$ cat config.mk
export PLATFORM = sky130hd
export DESIGN_NAME = mpeg_start_code_scanner_flat
export DESIGN_NICKNAME = d
export VERILOG_FILES = /design/src/rtl/mpeg_start_code_scanner_pkg.sv /design/src/rtl/mpeg_start_code_scanner_if.sv /design/src/rtl/mpeg_start_code_scanner.sv /design/src/flat_wrapper.sv
export SDC_FILE = /design/constraint.sdc
export NUM_CORES = 1
export LEC_CHECK = 0
export BUFFER_PORTS_ARGS = -buffer_cell sky130_fd_sc_hd__buf_2
export CELL_PAD_IN_SITES_DETAIL_PLACEMENT = 2
export CELL_PAD_IN_SITES_GLOBAL_PLACEMENT = 2
export CORE_MARGIN = 3
export CORE_UTILIZATION = 26
export DETAILED_ROUTE_END_ITERATION = 12
export PLACE_DENSITY_LB_ADDON = 0.08
export SETUP_SLACK_MARGIN = 0.15
export SLEW_MARGIN = 20
export SYNTH_ARGS = -nofsm -noshare
export SYNTH_HDL_FRONTEND = slang
export SYNTH_SLANG_ARGS = --single-unit
$ cat constraint.sdc
create_clock -name clock -period 2.1 [get_ports clock]
set_input_delay 0.42 -clock clock [delete_from_list [all_inputs] [get_ports clock]]
set_output_delay 0.42 -clock clock [all_outputs]
set_load 0.01 [all_outputs]
$ cat src/rtl/mpeg_start_code_scanner_pkg.sv
// mpeg_start_code_scanner_pkg: shared constants and state encoding for the start-code scanner
package mpeg_start_code_scanner_pkg;
    localparam logic [23:0] START_CODE_PREFIX = 24'h000001;
    localparam logic [7:0] SC_PICTURE    = 8'h00;
    localparam logic [7:0] SC_SEQ_HEADER = 8'hB3;
    localparam logic [7:0] SC_EXTENSION  = 8'hB5;
    localparam logic [7:0] SC_GOP        = 8'hB8;
    localparam logic [7:0] SC_SEQ_END    = 8'hB7;
    typedef enum logic [1:0] {IDLE, SCAN, FOUND} state_t;
endpackage

$ cat src/rtl/mpeg_start_code_scanner_if.sv
// mpeg_start_code_scanner_if: upstream byte-window and parser handshake signals of the scanner
interface mpeg_start_code_scanner_if #(parameter int SKIP_COUNT_WIDTH = 16);
    logic [31:0]                 Bitstream_Data_I;
    logic                        Buffer_Empty_I;
    logic                        Shift_8_En_O;
    logic                        Scan_Start_I;
    logic                        Shift_8_Req_I;
    logic                        Start_Code_Valid_O;
    logic [7:0]                  Start_Code_O;
    logic                        Start_Code_Ack_I;
    logic [SKIP_COUNT_WIDTH-1:0] Skip_Count_O;
    logic                        Busy_O;
    logic [31:0]                 Bitstream_Data_O;
    modport slave (
        input  Bitstream_Data_I, Buffer_Empty_I, Scan_Start_I, Shift_8_Req_I, Start_Code_Ack_I,
        output Shift_8_En_O, Start_Code_Valid_O, Start_Code_O, Skip_Count_O, Busy_O, Bitstream_Data_O
    );
    modport master (
        output Bitstream_Data_I, Buffer_Empty_I, Scan_Start_I, Shift_8_Req_I, Start_Code_Ack_I,
        input  Shift_8_En_O, Start_Code_Valid_O, Start_Code_O, Skip_Count_O, Busy_O, Bitstream_Data_O
    );
endinterface

$ cat src/rtl/mpeg_start_code_scanner.sv
// mpeg_start_code_scanner: byte-aligned search for 00 00 01 xx in the upstream window, with parser pass-through
module mpeg_start_code_scanner
    import mpeg_start_code_scanner_pkg::*;
#(
    parameter int SKIP_COUNT_WIDTH = 16
) (
    input logic clock,
    input logic resetn,
    input logic Restart_I,
    mpeg_start_code_scanner_if.slave bus
);
    state_t state, state_nx;
    logic [2:0] fill_cnt;
    logic min_shift;
    logic [SKIP_COUNT_WIDTH-1:0] skip_cnt;
    logic [7:0] start_code;
    logic match, shift_en;
    // window is only trusted once four shifts have primed it since reset
    assign match = (bus.Bitstream_Data_I[31:8] == START_CODE_PREFIX) && (fill_cnt == 3'd4) && !min_shift;
    assign bus.Shift_8_En_O = shift_en;
    assign bus.Start_Code_Valid_O = (state == FOUND);
    assign bus.Start_Code_O = start_code;
    assign bus.Skip_Count_O = skip_cnt;
    assign bus.Busy_O = (state != IDLE);
    assign bus.Bitstream_Data_O = bus.Bitstream_Data_I;
    always_comb begin
        state_nx = state;
        shift_en = 1'b0;
        unique case (state)
            IDLE: begin
                shift_en = bus.Shift_8_Req_I & ~bus.Buffer_Empty_I;
                state_nx = bus.Scan_Start_I ? SCAN : IDLE;
            end
            SCAN: begin
                shift_en = ~match & ~bus.Buffer_Empty_I;
                state_nx = (match & ~bus.Buffer_Empty_I) ? FOUND : SCAN;
            end
            FOUND: state_nx = bus.Start_Code_Ack_I ? IDLE : FOUND;
            default: state_nx = IDLE;
        endcase
    end
    always_ff @(posedge clock or negedge resetn) begin
        if (!resetn) begin
            state <= IDLE;
            fill_cnt <= 3'd0;
            min_shift <= 1'b0;
            skip_cnt <= '0;
            start_code <= 8'h00;
        end else if (Restart_I) begin
            state <= IDLE;
            fill_cnt <= 3'd0;
            min_shift <= 1'b0;
            skip_cnt <= '0;
            start_code <= 8'h00;
        end else begin
            state <= state_nx;
            if (shift_en && fill_cnt != 3'd4) fill_cnt <= fill_cnt + 3'd1;
            if (state == IDLE && bus.Scan_Start_I) begin
                skip_cnt <= '0;
                min_shift <= 1'b1;
            end
            if (state == SCAN && shift_en) begin
                min_shift <= 1'b0;
                skip_cnt <= &skip_cnt ? skip_cnt : skip_cnt + SKIP_COUNT_WIDTH'(1);
            end
            if (state == SCAN && state_nx == FOUND) start_code <= bus.Bitstream_Data_I[7:0];
        end
    end
endmodule

$ cat src/flat_wrapper.sv
// flat-port wrapper written by rule: the top's interface ports become plain ports
module mpeg_start_code_scanner_flat import mpeg_start_code_scanner_pkg::*;
#(
    parameter int SKIP_COUNT_WIDTH = 16
)
  (clock, resetn, Restart_I, bus_Bitstream_Data_I, bus_Buffer_Empty_I, bus_Scan_Start_I, bus_Shift_8_Req_I, bus_Start_Code_Ack_I, bus_Shift_8_En_O, bus_Start_Code_Valid_O, bus_Start_Code_O, bus_Skip_Count_O, bus_Busy_O, bus_Bitstream_Data_O);
  mpeg_start_code_scanner_if #(.SKIP_COUNT_WIDTH(SKIP_COUNT_WIDTH)) bus_i ();
  input logic clock;
  input logic resetn;
  input logic Restart_I;
  input wire logic [$bits(bus_i.Bitstream_Data_I)-1:0] bus_Bitstream_Data_I;
  input wire logic [$bits(bus_i.Buffer_Empty_I)-1:0] bus_Buffer_Empty_I;
  input wire logic [$bits(bus_i.Scan_Start_I)-1:0] bus_Scan_Start_I;
  input wire logic [$bits(bus_i.Shift_8_Req_I)-1:0] bus_Shift_8_Req_I;
  input wire logic [$bits(bus_i.Start_Code_Ack_I)-1:0] bus_Start_Code_Ack_I;
  output wire logic [$bits(bus_i.Shift_8_En_O)-1:0] bus_Shift_8_En_O;
  output wire logic [$bits(bus_i.Start_Code_Valid_O)-1:0] bus_Start_Code_Valid_O;
  output wire logic [$bits(bus_i.Start_Code_O)-1:0] bus_Start_Code_O;
  output wire logic [$bits(bus_i.Skip_Count_O)-1:0] bus_Skip_Count_O;
  output wire logic [$bits(bus_i.Busy_O)-1:0] bus_Busy_O;
  output wire logic [$bits(bus_i.Bitstream_Data_O)-1:0] bus_Bitstream_Data_O;
  assign bus_i.Bitstream_Data_I = bus_Bitstream_Data_I;
  assign bus_i.Buffer_Empty_I = bus_Buffer_Empty_I;
  assign bus_i.Scan_Start_I = bus_Scan_Start_I;
  assign bus_i.Shift_8_Req_I = bus_Shift_8_Req_I;
  assign bus_i.Start_Code_Ack_I = bus_Start_Code_Ack_I;
  assign bus_Shift_8_En_O = bus_i.Shift_8_En_O;
  assign bus_Start_Code_Valid_O = bus_i.Start_Code_Valid_O;
  assign bus_Start_Code_O = bus_i.Start_Code_O;
  assign bus_Skip_Count_O = bus_i.Skip_Count_O;
  assign bus_Busy_O = bus_i.Busy_O;
  assign bus_Bitstream_Data_O = bus_i.Bitstream_Data_O;
  mpeg_start_code_scanner #(.SKIP_COUNT_WIDTH(SKIP_COUNT_WIDTH)) u_core (.clock(clock), .resetn(resetn), .Restart_I(Restart_I), .bus(bus_i));
endmodule
==> results of run 1 <==
-- final cells by class --
cell class              count  area [um2]  area share [%]
inverters                   8        30.0            1.15
well taps                  96         120            4.59
repair buffers            120         666            25.4
multi-input cells         116         907            34.7
clock buffers               6        82.6            3.16
flip-flops and latches     30         751            28.7
clock inverters             2        60.1            2.30
-- Yosys cell counts, types with 3 or more instances --
master,number
nor4_1,6
ha_1,3
nand4_1,5
o21ai_0,3
buf_4,32
clkbuf_1,4
a311oi_1,3
or2_2,3
xnor2_1,7
and3_1,3
a211oi_1,4
nor2_1,17
a22o_1,6
mux2i_1,11
nor3_1,4
dfrtp_1,30
nand3_1,4
a21oi_1,7
inv_1,8
and4_1,3
-- state kept, by name (all words and copies together), names as in the netlist --
name / cells
u_core.fill_cnt: 3
u_core.bus.Start_Code_O: 8
u_core.bus.Skip_Count_O: 16
u_core.min_shift: 1
u_core.state: 2
-- through the flow --
step	hold WS, ns	power, mW	setup TNS (ns)	cell area [um2]
floorplan	0.124	0.717	0	1900
global placement	0.497	0.797	0	2390
detailed placement	0.509	0.800	0	2390
CTS	0.209	1.58	-0.000421	2560
global route	0.233	1.63	-0.252	2620
finish	0.187	1.55	0	2620
-- what timing repair did --
action	4_1_cts	5_1_grt
setup endpoints to repair	17	25
resized for setup	6	8
hold buffers	0	0
pin swaps	3	1
buffers inserted	2	1
-- cell families after synthesis --
logic type	after synthesis	share of synthesized area, %
AO/OA/AOI/OAI	35	13.9
XOR/XNOR	7	3.22
adder cells (fa/ha/maj)	3	1.97
buffers and inverters	47	16.1
flip-flops	30	39.5
multiplexers	11	5.79
AND/OR/NAND/NOR	60	19.5
-- final timing paths --
| kind | slack [ns] | end |
|---|---|---|
| worst max-delay path | 0.06 | u_core.bus.Skip_Count_O[7] |
| worst min-delay path | 0.19 | u_core.bus.Skip_Count_O[13] |
| worst max register to register | 0.06 | u_core.bus.Skip_Count_O[7] |
| worst min register to register | 0.52 | u_core.bus.Start_Code_O[4] |
| max in group asynchronous | 1.45 | u_core.bus.Skip_Count_O[1] |
| min in group clock | 0.40 | u_core.bus.Start_Code_O[5] |
-- power by group --
group          leakage (nW)  switching, mW  internal (mW)  total [mW]
combinational         0.798          0.113         0.0929       0.206
sequential            0.415        0.00739          0.585       0.592
clock                0.0714          0.244          0.506       0.750
total                  1.28          0.364           1.18        1.55
-- routing by layer --
metal	global-route usage (%)	part of all wire, %	vias to the layer above
met1	18.2	42	876
met4	4.15	0.82	0
met2	25.1	52	42
li1	-	-	846
met3	3.73	4.9	4
met5	0	0	-
-- placed cells by master (no fill, tap or decap), types with 2 or more instances in the layout --
cell type and instances:
buf_4 21, a211oi_1 3, and3_1 3, nor4_1 6, inv_2 2, clkbuf_8 6, inv_1 6, nand3_1 4
ha_4 2, bufinv_16 2, xnor2_1 7, o211ai_1 2, nor3_1 2, a311oi_1 3, o21ai_0 3, mux2i_1 10
nand2_1 2, nor2_1 17, and4_1 3, nor3_2 2, or2_2 3, a22o_1 6, a21oi_1 7, dfrtp_1 30
buf_2 97, buf_6 2, nand4_1 5
==> flow_metrics.tcl, run 1 <==
set metrics [dict create \
    status "finished clean" \
    synth_area_leaders "dfrtp_1 (39%), buf_4 (13%), mux2i_1 (5.8%)" \
    dr.pass1.iters 4 \
    synth_area_um2 1900 \
    avgRoutedWirePerCell_um 16.0 \
    fillers 809 \
    max-vdd-ir-drop_mv 0.216 \
    final_cells 378 \
    maxSlewHeadroom_pct 51.8 \
    worst_setup_path_start_kind "register" \
    worstPathRequired_ns 2.29 \
    clk_latency_ns 0.29 \
    grt_pass1_vias 1879 \
    hold_path_class "in -> async" \
    synth_cells 193 \
    synth_flop_cell "dfrtp_1" \
    grt_max_degree 31 \
    cp.depth 9 \
    numPortBuffers 97 \
    grt_overflow 0 \
    path_buf_inv 3 \
    syn_area_per_cell_um2 9.85 \
    antenna_found_initial 0 \
    ys_ff_latch 30 \
    cpPeakStageDelay_ns 0.39 \
    nNetsFinal 323 \
    crit_family "compound AO/OA/AOI/OAI gates" \
    drc 0 \
    crit_type "reg -> reg" \
    async_reset_ff_share_pct 100 \
    min_period_ns 2.04 \
    post-dp-hpwl_um 4650 \
    crit_path_frequent_cell "buf_4" \
    maxSlewViolCount 0 \
    ff2ff_path_depth 9 \
    coreArea_um2 6940 \
    synth_top_area_cell "dfrtp_1" \
    post-route-period-util_pct 96.9 \
    grt.total_usage_pct 14.7 \
    num_rows 30 \
    ant_nets 0 \
    routed_wl_um 6060 \
    synth_edf_count 0 \
    worstMarginPinSlew_ns 0.724 \
    grt_pass1_wl_um 9790 \
    cts_max_level 2 \
    fin_worst_skew_ns 0.00807 \
    p_leak_nw 1.28 \
    rr_startpoint "u_core.fill_cnt[1]" \
    gp_congestion 0.742 \
    drive_gt1_share_pct 53.2 \
    startpoint "u_core.fill_cnt[1]" \
    fmax_ghz 0.491 \
    die_y_um 91.5 \
    synth.distinct_cells 45 \
    drt_iter0_markers 43 \
    end_kind "register" \
    avgViaCountPerCell 4.68 \
    num_vias 1768 \
    initial_core_util_pct 27.4 \
    ys_warn_count 0 \
    die-area_um2 8380 \
    io_pins 98 \
    hold_violations 0 \
    crit_fanout 6 \
    placedCellCount 367 \
    cts_root_buffer "clkbuf_8" \
    crit_path_cell_trace "inv_2, ha_4, and4b_1, nand4_1, buf_4, o21bai_1, buf_4, nor2_2, a311oi_1" \
    numCtsBuffers 5 \
    power.density_nw_per_um2 592 \
    clock-sinks 30 \
    cts_max_path_buffers 2 \
    syn_nets 235 \
    arrival_ns 2.23 \
    setup_viol 0 \
    cts_tree "yes" \
    area_delta_synth_final_pct 37.6 \
    pre_cts_slack_ns 0.0468 \
    n_antenna_cell 0 \
    layout_setup_ws_ns 0.0649 \
    cap_violations 0 \
    ys_seq_area_share_pct 39.5 \
    dieWidth_um 91.5 \
    path_clk_slew_ns 0.08 \
    critPathSlowestCell "dfrtp_1" \
    grt_setup_unrepaired "true" \
    fin_util_pct 37.7 \
    synth_top_cell_area_share_pct 39.5 \
]
(Power assumes the default switching activity.)
==> run 2: changes to the inputs <==
--- a/config.mk
+++ b/config.mk
@@ -11,6 +11,7 @@
 export CORE_MARGIN = 3
 export CORE_UTILIZATION = 26
 export DETAILED_ROUTE_END_ITERATION = 12
+export GPL_TIMING_DRIVEN = 0
 export PLACE_DENSITY_LB_ADDON = 0.08
 export SETUP_SLACK_MARGIN = 0.15
 export SLEW_MARGIN = 20
==> run 2 against run 1 <==
The run now ends with negative setup slack left; count of clock-buffer cells in the layout did not move; global-route usage up 0.99 points; setup slack worse by 0.091 ns; maximum frequency decreased by 4.3%; first-iteration DRC count grew 26%; critical path depth increased by 1; non-clock buffer count grew 32.
==> flow_metrics.tcl, run 2 (same netlist as run 1, synthesis figures left out) <==
set metrics [dict create \
    power.density_nw_per_um2 461 \
    largest_reg_flops 16 \
    fin_area_um2 2930 \
    worstMarginPinSlew_ns 0.707 \
    mostFrequentLayoutCells "buf_2 (97), buf_4 (45), dfrtp_1 (29)" \
    io_pins 98 \
    post-route-period-util_pct 101 \
    total_power_mw 1.35 \
    post-dp-hpwl_um 4700 \
    status "finished, violations left" \
    cap_violations 0 \
    hold_path_class "in -> async" \
    num_rows 30 \
    ant_nets 0 \
    fmax_ghz 0.470 \
    avgRoutedWirePerCell_um 16.4 \
    max-vdd-ir-drop_mv 0.238 \
    die_y_um 91.5 \
    p_leak_nw 1.44 \
    n_antenna_cell 0 \
    cts_hold_buf 0 \
    min_period_ns 2.13 \
    layout_setup_ws_ns -0.0265 \
    dr.pass1.iters 4 \
    fin_worst_skew_ns 0.00555 \
    cts_max_path_buffers 2 \
    mostFrequentLayoutCell "buf_2" \
    grt_pass1_vias 1993 \
    clock-sinks 30 \
    setup-tns-final_ns -0.126 \
    grt_setup_unrepaired "true" \
    setup_viol 9 \
    drt_iter0_markers 54 \
    path_clk_slew_ns 0.07 \
    grt_max_degree 31 \
    maxSlewViolCount 0 \
    routed_wl_um 6750 \
    nNetsFinal 356 \
    crit_type "reg -> reg" \
    cts_tree "yes" \
    num_vias 1923 \
    hold_violations 0 \
    drc 0 \
    drive_gt1_share_pct 62.2 \
    grt_overflow 0 \
    avgViaCountPerCell 4.68 \
    end_kind "register" \
    cts_root_buffer "clkbuf_8" \
    dieWidth_um 91.5 \
    maxSlewHeadroom_pct 52.8 \
    crit_fanout 7 \
    clk_latency_ns 0.28 \
    numCtsBuffers 5 \
    cts_max_level 2 \
    worstPathRequired_ns 2.27 \
    worst_setup_path_start_kind "register" \
    grt_pass1_wl_um 10600 \
    postPlaceCellArea_um2 2500 \
    violations "negative setup slack" \
    area_delta_synth_final_pct 54.2 \
    arrival_ns 2.29 \
    antenna_found_initial 0 \
    numPortBuffers 96 \
    initial_core_util_pct 27.4 \
    rrSetupSlack_ns -0.03 \
    die-area_um2 8380 \
    coreArea_um2 6940 \
    grt.total_usage_pct 15.7 \
    gp_congestion 0.712 \
]
[run 2: routing by layer]
layer / vias to the layer above / track usage (%) / wire length [um]
li1: 917 / - / -
met1: 963 / 19.3 / 2830
met5: - / 0 / 0
met3: 2 / 3.40 / 284
met4: 0 / 2.64 / 19
met2: 41 / 28.3 / 3620
[run 2: per-stage QoR]
step	hold WS, ns	util, %	std cells	setup WS (ns)
floorplan	0.124	-	193	0.224
global placement	0.498	36.0	385	-0.122
detailed placement	0.512	36.0	385	-0.167
CTS	0.220	40.0	404	-0.0324
global route	0.252	42.2	411	-0.165
finish	0.179	42.2	411	-0.0265
[run 2: what timing repair did]
action | CTS | global route
buffers inserted | 11 | 6
cloned | 1 | 1
pin swaps | 14 | 18
resized for setup | 21 | 23
endpoints found under the setup margin | 25 | 28
[run 2: final timing paths]
check                                           startpoint                           to  cells past startpoint
worst max-delay path                    u_core.fill_cnt[0]  u_core.bus.Skip_Count_O[15]                     10
worst min-delay path                                resetn           u_core.fill_cnt[2]                      1
worst max register to register          u_core.fill_cnt[0]  u_core.bus.Skip_Count_O[15]                     10
worst min register to register  u_core.bus.Start_Code_O[5]   u_core.bus.Start_Code_O[5]                      2
max in group asynchronous                           resetn   u_core.bus.Skip_Count_O[0]                      1
min in group clock                 bus_Bitstream_Data_I[5]   u_core.bus.Start_Code_O[5]                      3
[run 2: area by class of cell]
class | instances | area (um2)
multi-input cells | 117 | 1020
flip-flops and latches | 30 | 752
clock inverters | 2 | 12.5
plain buffers | 38 | 275
clock buffers | 6 | 82.6
fillers | 797 | 4010
well taps | 96 | 120
inverters | 8 | 30.0
repair buffers | 114 | 638
[run 2: worst max-delay path, stage by stage, from the launching register on]
cell and delay [ns]:
dfrtp_1 0.40, inv_2 0.08, ha_4 0.13, and4b_1 0.21
nand4_1 0.17, buf_4 0.19, buf_6 0.12, buf_6 0.11
o21bai_4 0.25, nor2_4 0.11, a32o_1 0.25
[run 2: report_power, final]
| part | leakage [nW] | total, mW | internal, mW | switching, mW |
|---|---|---|---|---|
| logic | 0.975 | 0.263 | 0.130 | 0.133 |
| registers | 0.414 | 0.593 | 0.585 | 0.00716 |
| clock network | 0.0472 | 0.497 | 0.263 | 0.234 |
==> run 3: changes to the inputs <==
--- a/config.mk
+++ b/config.mk
@@ -5,11 +5,12 @@
 export SDC_FILE = /design/constraint.sdc
 export NUM_CORES = 1
 export LEC_CHECK = 0
-export BUFFER_PORTS_ARGS = -buffer_cell sky130_fd_sc_hd__buf_2
+export BUFFER_PORTS_ARGS = -buffer_cell sky130_fd_sc_hd__buf_4
 export CELL_PAD_IN_SITES_DETAIL_PLACEMENT = 2
 export CELL_PAD_IN_SITES_GLOBAL_PLACEMENT = 2
 export CORE_MARGIN = 3
 export CORE_UTILIZATION = 26
+export CTS_BUF_LIST = sky130_fd_sc_hd__clkbuf_4 sky130_fd_sc_hd__clkbuf_8 sky130_fd_sc_hd__clkbuf_16
 export DETAILED_ROUTE_END_ITERATION = 12
 export GPL_TIMING_DRIVEN = 0
 export PLACE_DENSITY_LB_ADDON = 0.08
==> run 3 against run 2 <==
The flow still finishes with violations (negative setup slack); register-to-register slack better by 0.04 ns; count of clock-buffer cells in the layout up 1; sequential share of layout area down 0.89 points; sequential power about the same; setup slack better by 0.013 ns; total power up 3.1%; global-route usage up 0.49 points; sequential cell count unchanged; critical path depth down 3; wire length up 4.8%; core utilization up 1.6 points; largest cell class is now non-clock buffers; highest routed layer unchanged.
==> flow_metrics.tcl, run 3 (same netlist as run 1, synthesis figures left out) <==
set metrics [dict create \
    r2r-end "u_core.bus.Start_Code_O[0]" \
    hold_path_class "in -> async" \
    maxSlewViolCount 0 \
    numCtsBuffers 5 \
    die_y_um 91.5 \
    arrival_ns 1.69 \
    path_clk_slew_ns 0.06 \
    avgRoutedWirePerCell_um 17.3 \
    clk_latency_ns 0.28 \
    placedCellCount 385 \
    dieWidth_um 91.5 \
    numPortBuffers 96 \
    num_vias 1926 \
    min_period_ns 2.11 \
    drive_gt1_share_pct 58.0 \
    worstPathRequired_ns 1.68 \
    cts_root_buffer "clkbuf_8" \
    worstMarginPinSlew_ns 0.454 \
    rrSetupSlack_ns 0.01 \
    io_pins 98 \
    postPlaceCellArea_um2 2740 \
    post-dp-hpwl_um 4980 \
    power.density_nw_per_um2 458 \
    fillers 771 \
    mostFrequentLayoutCells "buf_4 (143), dfrtp_1 (28), nor2_1 (16)" \
    cap_violations 0 \
    largest_reg_flops 16 \
    violations "negative setup slack" \
    hold-worst-slack_ns 0.0714 \
    cts_max_path_buffers 2 \
    die-area_um2 8380 \
    grt.total_usage_pct 16.2 \
    worst_setup_path_start_kind "register" \
    setup_viol 1 \
    avgViaCountPerCell 4.72 \
    drt_iter0_markers 55 \
    end_kind "output port" \
    crit_type "reg -> out" \
    hold_violations 0 \
    max-vdd-ir-drop_mv 0.240 \
    grt_max_degree 31 \
    ant_nets 0 \
    num_rows 30 \
    cts_tree "yes" \
    grt_setup_unrepaired "true" \
    total_power_mw 1.39 \
    gp_congestion 0.686 \
    mostFrequentLayoutCell "buf_4" \
    cts_hold_buf 0 \
    clock-sinks 30 \
    coreArea_um2 6940 \
    p_leak_nw 1.45 \
    drc 0 \
    cts_max_level 2 \
    initial_core_util_pct 27.4 \
    post-route-period-util_pct 101 \
    n_antenna_cell 0 \
    status "finished, violations left" \
    fin_area_um2 3040 \
    antenna_found_initial 0 \
    rr_startpoint "u_core.fill_cnt[1]" \
    grt_pass1_wl_um 10800 \
    ff2ff_path_depth 9 \
    crit_fanout 2 \
    fin_util_pct 43.8 \
    fmax_ghz 0.473 \
    area_delta_synth_final_pct 60.0 \
    fin_worst_skew_ns 0.00349 \
    nNetsFinal 353 \
    final_cells 408 \
    grt_pass1_vias 2055 \
    grt_overflow 0 \
    maxSlewHeadroom_pct 69.8 \
    layout_setup_ws_ns -0.0135 \
    routed_wl_um 7080 \
    dr.pass1.iters 4 \
]
## run 3: layer usage
layer	up-vias	part of all wire, %	GRT usage, %	wire [um]
met5	-	0	0	0
met4	0	0.95	4.27	67
met3	7	4.4	3.40	313
met2	45	55	29.0	3880
met1	967	40	19.5	2810
li1	907	-	-	-
## run 3: layout make-up
type                       instances  area [um2]  share of cell area (%)
sequential                        30         753                    24.8
timing repair buffer             111         831                    27.3
clock inverter                     1        5.00                   0.164
multi-input combinational        117         935                    30.7
buffer                            38         279                    9.17
clock buffer                       7        90.1                    2.96
tap                               96         120                    3.95
inverter                           8        30.0                   0.987
## run 3: worst max-delay path by stage
stage	start	end	slack (ns)	depth (start not counted)
detailed placement	bus_Bitstream_Data_I[19]	u_core.bus.Skip_Count_O[11]	-0.22	7
floorplan	u_core.bus.Skip_Count_O[0]	u_core.bus.Skip_Count_O[10]	0.22	6
global placement	bus_Bitstream_Data_I[19]	u_core.bus.Skip_Count_O[15]	-0.13	6
CTS	u_core.fill_cnt[1]	bus_Shift_8_En_O	-0.005	7
finish	u_core.fill_cnt[1]	bus_Shift_8_En_O	-0.01	7
global route	u_core.fill_cnt[1]	bus_Shift_8_En_O	-0.15	7
## run 3: repair_timing
action,in CTS,in global routing
buffers inserted,8,6
gates cloned,1,1
gates resized for setup,9,11
pin swaps,4,5
setup endpoints to repair,25,26
## run 3: critical path: stages, from the launching register on
cell	delay, ns
dfrtp_1	0.40
inv_1	0.07
ha_2	0.18
and4b_1	0.21
nand4_1	0.15
nor3_2	0.20
nor2_1	0.07
buf_4	0.15
## run 3: metrics by stage
stage,TNS [ns],setup slack (ns)
CTS,-0.00542,-0.00542
floorplan,0,0.224
global route,-1.22,-0.147
finish,-0.0135,-0.0135
detailed placement,-3.15,-0.220
global placement,-1.25,-0.133
## run 3: report_power, final
part / internal [mW] / leakage, nW / switching, mW
registers: 0.586 / 0.412 / 0.00692
clock network: 0.277 / 0.0517 / 0.224
logic: 0.169 / 0.985 / 0.132
total: 1.03 / 1.45 / 0.363
